===== src/rtl/mmcm_ps_stepper.sv =====
// Steps the MMCM dynamic phase shift one increment at a time until the
// tracked position reaches an accepted signed target.
module mmcm_ps_stepper #(
    parameter int POS_W       = 10,
    parameter int TIMEOUT_CYC = 64,
    parameter int SETTLE_CYC  = 8
) (
    input  logic             i_psclk,
    input  logic             i_reset_n,
    input  logic             i_locked,
    input  logic             i_tgt_valid,
    input  logic [POS_W-1:0] i_tgt_pos,
    output logic             o_tgt_ready,
    output logic             o_psen,
    output logic             o_psincdec,
    input  logic             i_psdone,
    output logic [POS_W-1:0] o_cur_pos,
    output logic             o_busy,
    output logic             o_done,
    output logic             o_err
);

    localparam int CNT_MAX = (TIMEOUT_CYC > SETTLE_CYC) ? TIMEOUT_CYC : SETTLE_CYC;
    localparam int CNT_W   = $clog2(CNT_MAX + 1);
    localparam logic [CNT_W-1:0] TIMEOUT_LAST = CNT_W'(TIMEOUT_CYC);
    localparam logic [CNT_W-1:0] SETTLE_LAST  = CNT_W'(SETTLE_CYC - 1);

    typedef enum logic [2:0] {
        S_IDLE,
        S_CHECK,
        S_PULSE,
        S_WAIT,
        S_SETTLE
    } state_t;

    state_t           r_state, w_state_nxt;
    logic [POS_W-1:0] r_tgt, w_tgt_nxt;
    logic [POS_W-1:0] r_pos, w_pos_nxt;
    logic             r_incdec, w_incdec_nxt;
    logic [CNT_W-1:0] r_cnt, w_cnt_nxt;
    logic             r_err, w_err_nxt;
    logic             r_done, w_done_nxt;

    always_ff @(posedge i_psclk or negedge i_reset_n) begin
        if (!i_reset_n) begin
            r_state  <= S_IDLE;
            r_tgt    <= '0;
            r_pos    <= '0;
            r_incdec <= 1'b0;
            r_cnt    <= '0;
            r_err    <= 1'b0;
            r_done   <= 1'b0;
        end else begin
            r_state  <= w_state_nxt;
            r_tgt    <= w_tgt_nxt;
            r_pos    <= w_pos_nxt;
            r_incdec <= w_incdec_nxt;
            r_cnt    <= w_cnt_nxt;
            r_err    <= w_err_nxt;
            r_done   <= w_done_nxt;
        end
    end

    // Lock loss overrides every state: the MMCM restarts at zero phase.
    always_comb begin
        w_state_nxt  = r_state;
        w_tgt_nxt    = r_tgt;
        w_pos_nxt    = r_pos;
        w_incdec_nxt = r_incdec;
        w_cnt_nxt    = r_cnt;
        w_err_nxt    = r_err;
        w_done_nxt   = 1'b0;
        if (!i_locked) begin
            w_state_nxt = S_IDLE;
            w_pos_nxt   = '0;
            if (r_state != S_IDLE) begin
                w_err_nxt = 1'b1;
            end
        end else begin
            case (r_state)
                S_IDLE: begin
                    if (i_tgt_valid) begin
                        w_tgt_nxt   = i_tgt_pos;
                        w_err_nxt   = 1'b0;
                        w_state_nxt = S_CHECK;
                    end
                end
                S_CHECK: begin
                    if (r_pos == r_tgt) begin
                        w_done_nxt  = 1'b1;
                        w_state_nxt = S_IDLE;
                    end else begin
                        w_incdec_nxt = ($signed(r_tgt) > $signed(r_pos));
                        w_state_nxt  = S_PULSE;
                    end
                end
                S_PULSE: begin
                    w_cnt_nxt   = CNT_W'(1);
                    w_state_nxt = S_WAIT;
                end
                S_WAIT: begin
                    // psdone takes priority over an expiry in the same cycle.
                    if (i_psdone) begin
                        w_pos_nxt   = r_incdec ? (r_pos + POS_W'(1)) : (r_pos - POS_W'(1));
                        w_cnt_nxt   = '0;
                        w_state_nxt = S_SETTLE;
                    end else if (r_cnt == TIMEOUT_LAST) begin
                        w_err_nxt   = 1'b1;
                        w_state_nxt = S_IDLE;
                    end else begin
                        w_cnt_nxt = r_cnt + CNT_W'(1);
                    end
                end
                S_SETTLE: begin
                    if (r_cnt == SETTLE_LAST) begin
                        w_state_nxt = S_CHECK;
                    end else begin
                        w_cnt_nxt = r_cnt + CNT_W'(1);
                    end
                end
                default: begin
                    w_state_nxt = S_IDLE;
                end
            endcase
        end
    end

    assign o_tgt_ready = (r_state == S_IDLE) & i_locked & i_reset_n;
    assign o_psen      = (r_state == S_PULSE);
    assign o_psincdec  = r_incdec;
    assign o_cur_pos   = r_pos;
    assign o_busy      = (r_state != S_IDLE);
    assign o_done      = r_done;
    assign o_err       = r_err;

endmodule


===== config.mk =====
export PLATFORM = sky130hd
export DESIGN_NAME = mmcm_ps_stepper
export DESIGN_NICKNAME = d
export VERILOG_FILES = /design/src/rtl/mmcm_ps_stepper.sv
export SDC_FILE = /design/constraint.sdc
export NUM_CORES = 1
export LEC_CHECK = 0
export BUFFER_PORTS_ARGS = -buffer_cell sky130_fd_sc_hd__buf_2
export CORE_ASPECT_RATIO = 1.5
export CORE_MARGIN = 2
export CORE_UTILIZATION = 60
export DETAILED_ROUTE_END_ITERATION = 12
export PLACE_DENSITY = 0.83
export SLEW_MARGIN = 20
export SYNTH_ARGS = -nofsm -noshare
export SYNTH_HDL_FRONTEND = slang
export SYNTH_SLANG_ARGS = --single-unit

===== constraint.sdc =====
create_clock -name i_psclk -period 5.7 [get_ports i_psclk]
set_input_delay 1.14 -clock i_psclk [delete_from_list [all_inputs] [get_ports i_psclk]]
set_output_delay 1.14 -clock i_psclk [all_outputs]
set_load 0.02 [all_outputs]

# [Yosys cells after proc, flatten, opt, wreduce, memory -nomap -nowiden]
# Index checks and enable logic that the tools add are counted.
[word_totals] ff_bits=33 inputBits=15 output_inout_bits=16 word_cells=65
[classes] addsub=3 order_cmp=1 n_eq_ne=17 mux=24 bitwise=3 reduce_logical=10
[ops] op="$mux 10" n=4
[ops] op="$mux 7" n=3
[ops] op="$pmux 7 s3" n=1
[ops] op="$mux 3" n=5
[ops] op="$ne 3x3->1 const B" n=5
[ops] op="$pmux 3 s5" n=1
[ops] op="$add 10x1->10 const B" n=1
[ops] op="$eq 10x10->1" n=1
[ops] op="$gt 10x10->1" n=1
[ops] op="$sub 10x1->10 const B" n=1
[ops] op="$reduce_and 3->1" n=3
[ops] op="$mux 1" n=8
[ops] op="$add 7x1->7 const B" n=1
[ops] op="$eq 7x3->1 const B" n=1
[ops] op="$eq 7x7->1 const B" n=1
[ops] op="$eq 3x2->1 const B" n=2
[ops] op="$reduce_bool 3->1" n=2
[ops] op="$reduce_and 5->1" n=1
[ops] op="$ne 2x1->1 const B" n=2
[ops] op="$ne 4x4->1 const B" n=1
[ops] op="$reduce_and 4->1" n=1
[ops] op="$eq 3x1->1 const B" n=1
[ops] op="$eq 3x3->1 const B" n=1
[ops] op="$logic_not 3->1" n=1
[ops] op="8 further kinds" n=9

# [Longest topological paths before layout]
[depth] depth_word=5 ltp_mapped=7

# [Worst setup path after synthesis]
# No wires, ideal clock.
[synth_timing] path_kind="input to output" start="input port i_locked" end="output port o_tgt_ready" arrival_time_ns=1.641 required_time_ns=4.560 setup_slack_ns=2.919 path_stages=3 path_cell_list="inv_1 > nor2_1 > and3_1"
[synth_via] elab_chain_len=2
[synth_lines] element="start, declared" line_no="10" text="input logic i_locked,"
[synth_lines] element="$and 1x1->1 (2 in a row)" line_no="128" text="assign o_tgt_ready = (r_state == S_IDLE) & i_locked & i_reset_n;"
[synth_lines] element="end, declared" line_no="13" text="output logic o_tgt_ready,"
# Every way passes these cells.

# [Worst setup path after layout]
# Ends and elaborated chain as after synthesis.

==> run_results.csv <==
group,metric,value,unit
outcome,outcome,"finished clean",
routing,vias,1908,
pwr,intPower,513,uW
pwr,sw_frac_of_total,0.331,
pwr,ir_drop,0.000222,V
clock_tree,hold_buffers,0,
sta,finalCritPeriodShare,0.594,
sta,rsz0062_at_grt,"no",
pwr,p_per_area,301,nW/um^2
synthesis,synth-seq-area-share,0.365,
die,start_util,0.621,
sta,fin_crit,3.39,ns
clock_tree,cts_setup_buffers,0,
clock_tree,clk_latency,0.29,ns
synthesis,syn_area_per_cell,9.52,sq um
synthesis,synth_area_leaders,"dfrtp_1 36%, ha_1 11%, mux2_2 5.0%",
synthesis,synth_edf_count,0,
pwr,power_frac_clock,0.296,
routing,ant_nets,0,
setup_path,path_cells,"buf_2, inv_1, nor2_1, and3_1, buf_2",
clock_tree,cts_sinks,33,
setup_path,slowest_stage,"nor2_1",
grt,antenna_found_initial,0,
setup_path,r2r-end,"o_cur_pos[9]",
clock_tree,cts_resized,0,
routing,wl_per_cell,15.9,um
place,place.port_buffers,30,
clock_tree,cts-buffers-inserted,5,
sta,tns,0,ns
die,fp.dieH,79.2,um
clock_tree,cts_root_buf,"clkbuf_8",
setup_path,slowest_delay,0.27,ns
place,routabilityCongestion,0.868,
routing,first_pass_iters,4,
routing,wl,4960,um
pwr,pwr-share-seq,0.391,
finish,design_area,2550,sq um
finish,fin_cells,312,
sta,final-hold-violation-count,0,
pwr,switching_power,254,uW
die,rows,27,
synthesis,syn_area,2260,sq um
synthesis,synthArstFlopShare,1.00,
grt,first_global_vias,1833,
setup_path,cp_max_fo,14,
setup_path,start_kind,"input pin",
grt,grt_usage,0.255,
die,die-area,4290,sq um
sta,finalSetupViolations,0,
worst_hold_path,hold_end,"r_tgt[3]",
sta,slew_headroom,0.648,
finish,syn2layout_area_growth,12.6,%
clock_tree,cts.clk_slew.worst_paths,0.07,ns
synthesis,ys_ff_latch,33,
synthesis,synthCells,238,
grt,overflow,0,
synthesis,ys.flop_type,"dfrtp_1",
die,core_area,3650,sq um
finish,antenna_cells,0,
worst_hold_path,min_from,"r_tgt[3]",
pwr,p_comb_frac,0.312,
place,place_area,2430,sq um
routing,drc,0,
finish,nets,304,
sta,slew_viol_final,0,
place,dp_hpwl,3640,um
worst_hold_path,min_path_cells,1,
pwr,leakage,1.16,nW
setup_path,path_common_cell,"buf_2",
worst_hold_path,hold_path.class,"reg -> reg",
synthesis,syn-num-nets,274,
grt,grt_max_degree,35,
setup_path,regToRegStartpoint,"o_psincdec",
die,top_level_ports,31,
setup_path,reg2reg_slack,3.13,ns
sta,worstMarginPinSlew,0.527,ns
setup_path,endpoint_kind,"output port",
setup_path,path_buf_inv,3,
routing,drt_iter0_markers,44,
synthesis,synth.largest_area_cell,"dfrtp_1",
finish,drive_above_1_share,0.216,
grt,grt_pass1_wl,7980,um
clock_tree,cts_tree,"yes",
synthesis,yosysUniqueCellTypes,48,
setup_path,crit_type,"in -> out",
clock_tree,h-tree-depth,2,
setup_path,cp_data_required_time,4.56,ns
synthesis,synth_top_area_share,0.365,
setup_path,crit_family,"buffers and inverters",
die,die_w,54.2,um
synthesis,yosys_warnings,0,
sta,fmax,295,MHz
clock_tree,cts_buffer_depth,2,
setup_path,cp.arrival,2.25,ns
setup_path,r2r_cells,7,
flow_run,drv_cap,0,
sta,finClkSkew,0.00685,ns
place,dp.cells,304,
routing,avgViaCountPerCell,6.12,
==> state kept, by name, indices dropped and copies added (netlist names) <==
register    cells
o_cur_pos      10
o_psincdec      1
r_state         3
o_done          1
r_cnt           7
o_err           1
r_tgt          10
==> cell type report <==
| type | count | area [sq um] |
|---|---|---|
| flip-flops and latches | 33 | 826 |
| clock inverters | 1 | 30.0 |
| multi-input cells | 182 | 1340 |
| inverters | 15 | 56.3 |
| repair buffers | 31 | 158 |
| clock buffers | 7 | 86.3 |
| fillers | 298 | 1100 |
| well taps | 43 | 53.8 |
==> metrics by stage <==
stage,hold slack [ns],util,setup WS (ns),power [mW]
floorplan,0.479,-,2.92,0.475
global placement,0.492,0.667,2.38,0.531
detailed placement,0.501,0.667,2.35,0.542
CTS,0.517,0.699,2.34,0.770
global route,0.543,0.699,2.20,0.817
finish,0.516,0.699,2.31,0.767
==> synthesized netlist by cell type (2+ instances only) <==
library cell / instances
a21o_1: 4
a21oi_1: 19
and3_1: 5
and4b_1: 2
buf_2: 4
clkbuf_1: 3
dfrtp_1: 33
ha_1: 20
inv_1: 15
mux2_2: 10
mux2i_1: 4
nand2_1: 15
nand2b_1: 4
nand3_1: 11
nand4_1: 6
nor2_1: 16
nor2b_1: 5
nor3_1: 6
o21a_1: 4
o21ai_0: 11
o21ai_1: 5
o311ai_0: 2
o31ai_1: 3
o31ai_2: 3
or3_1: 2
or4_1: 2
xnor2_1: 3
==> worst max path at each step <==
stage | slack [ns] | start | endpoint | cells past startpoint
after global routing | 2.20 | i_locked | o_tgt_ready | 5
after floorplan | 2.92 | i_locked | o_tgt_ready | 3
final | 2.31 | i_locked | o_tgt_ready | 5
after CTS | 2.34 | i_locked | o_tgt_ready | 5
after detailed placement | 2.35 | i_locked | o_tgt_ready | 5
after global placement | 2.38 | i_locked | o_tgt_ready | 5
==> metal layers <==
| metal | GRT usage | wire, um | part of all wire | vias up |
|---|---|---|---|---|
| met4 | 0.140 | 183 | 0.037 | 0 |
| met2 | 0.431 | 2640 | 0.53 | 42 |
| met3 | 0.0489 | 141 | 0.028 | 15 |
| li1 | - | - | - | 941 |
| met5 | 0 | 0 | 0 | - |
| met1 | 0.288 | 1990 | 0.40 | 910 |
==> cell families (layout without fill, tap and decap cells) <==
family	count (synthesis)	count (layout)	share of synthesized area
and+or+nand+nor	80	80	0.203
muxes	15	15	0.0724
DFF	33	33	0.365
buffers and inverters	23	54	0.0436
xor gates and xnor gates	3	3	0.0116
adders and majority gates	21	21	0.119
AOI/OAI and AO/OA	63	63	0.186
==> placed cells by master (no fill, tap or decap), types with 2 or more instances in the layout <==
master / instances
a21o_1: 4
a21oi_1: 19
and3_1: 5
and4b_1: 2
buf_2: 30
clkbuf_8: 6
dfrtp_1: 33
ha_1: 20
inv_1: 15
mux2_2: 10
mux2i_1: 4
nand2_1: 15
nand2b_1: 4
nand3_1: 11
nand4_1: 6
nor2_1: 16
nor2b_1: 5
nor3_1: 6
o21a_1: 4
o21ai_0: 11
o21ai_1: 5
o311ai_0: 2
o31ai_1: 3
o31ai_2: 3
or3_1: 2
or4_1: 2
xnor2_1: 3
==> power groups by stage <==
| stage | combinational [mW] | clock [mW] | sequential (mW) |
|---|---|---|---|
| after floorplan | 0.175 | 0 | 0.300 |
| after global placement | 0.228 | 0 | 0.304 |
| after detailed placement | 0.237 | 0 | 0.304 |
| after CTS | 0.240 | 0.230 | 0.300 |
| after global routing | 0.269 | 0.243 | 0.305 |
| final | 0.240 | 0.227 | 0.300 |
Note: power is estimated with default switching activity, not from simulation.
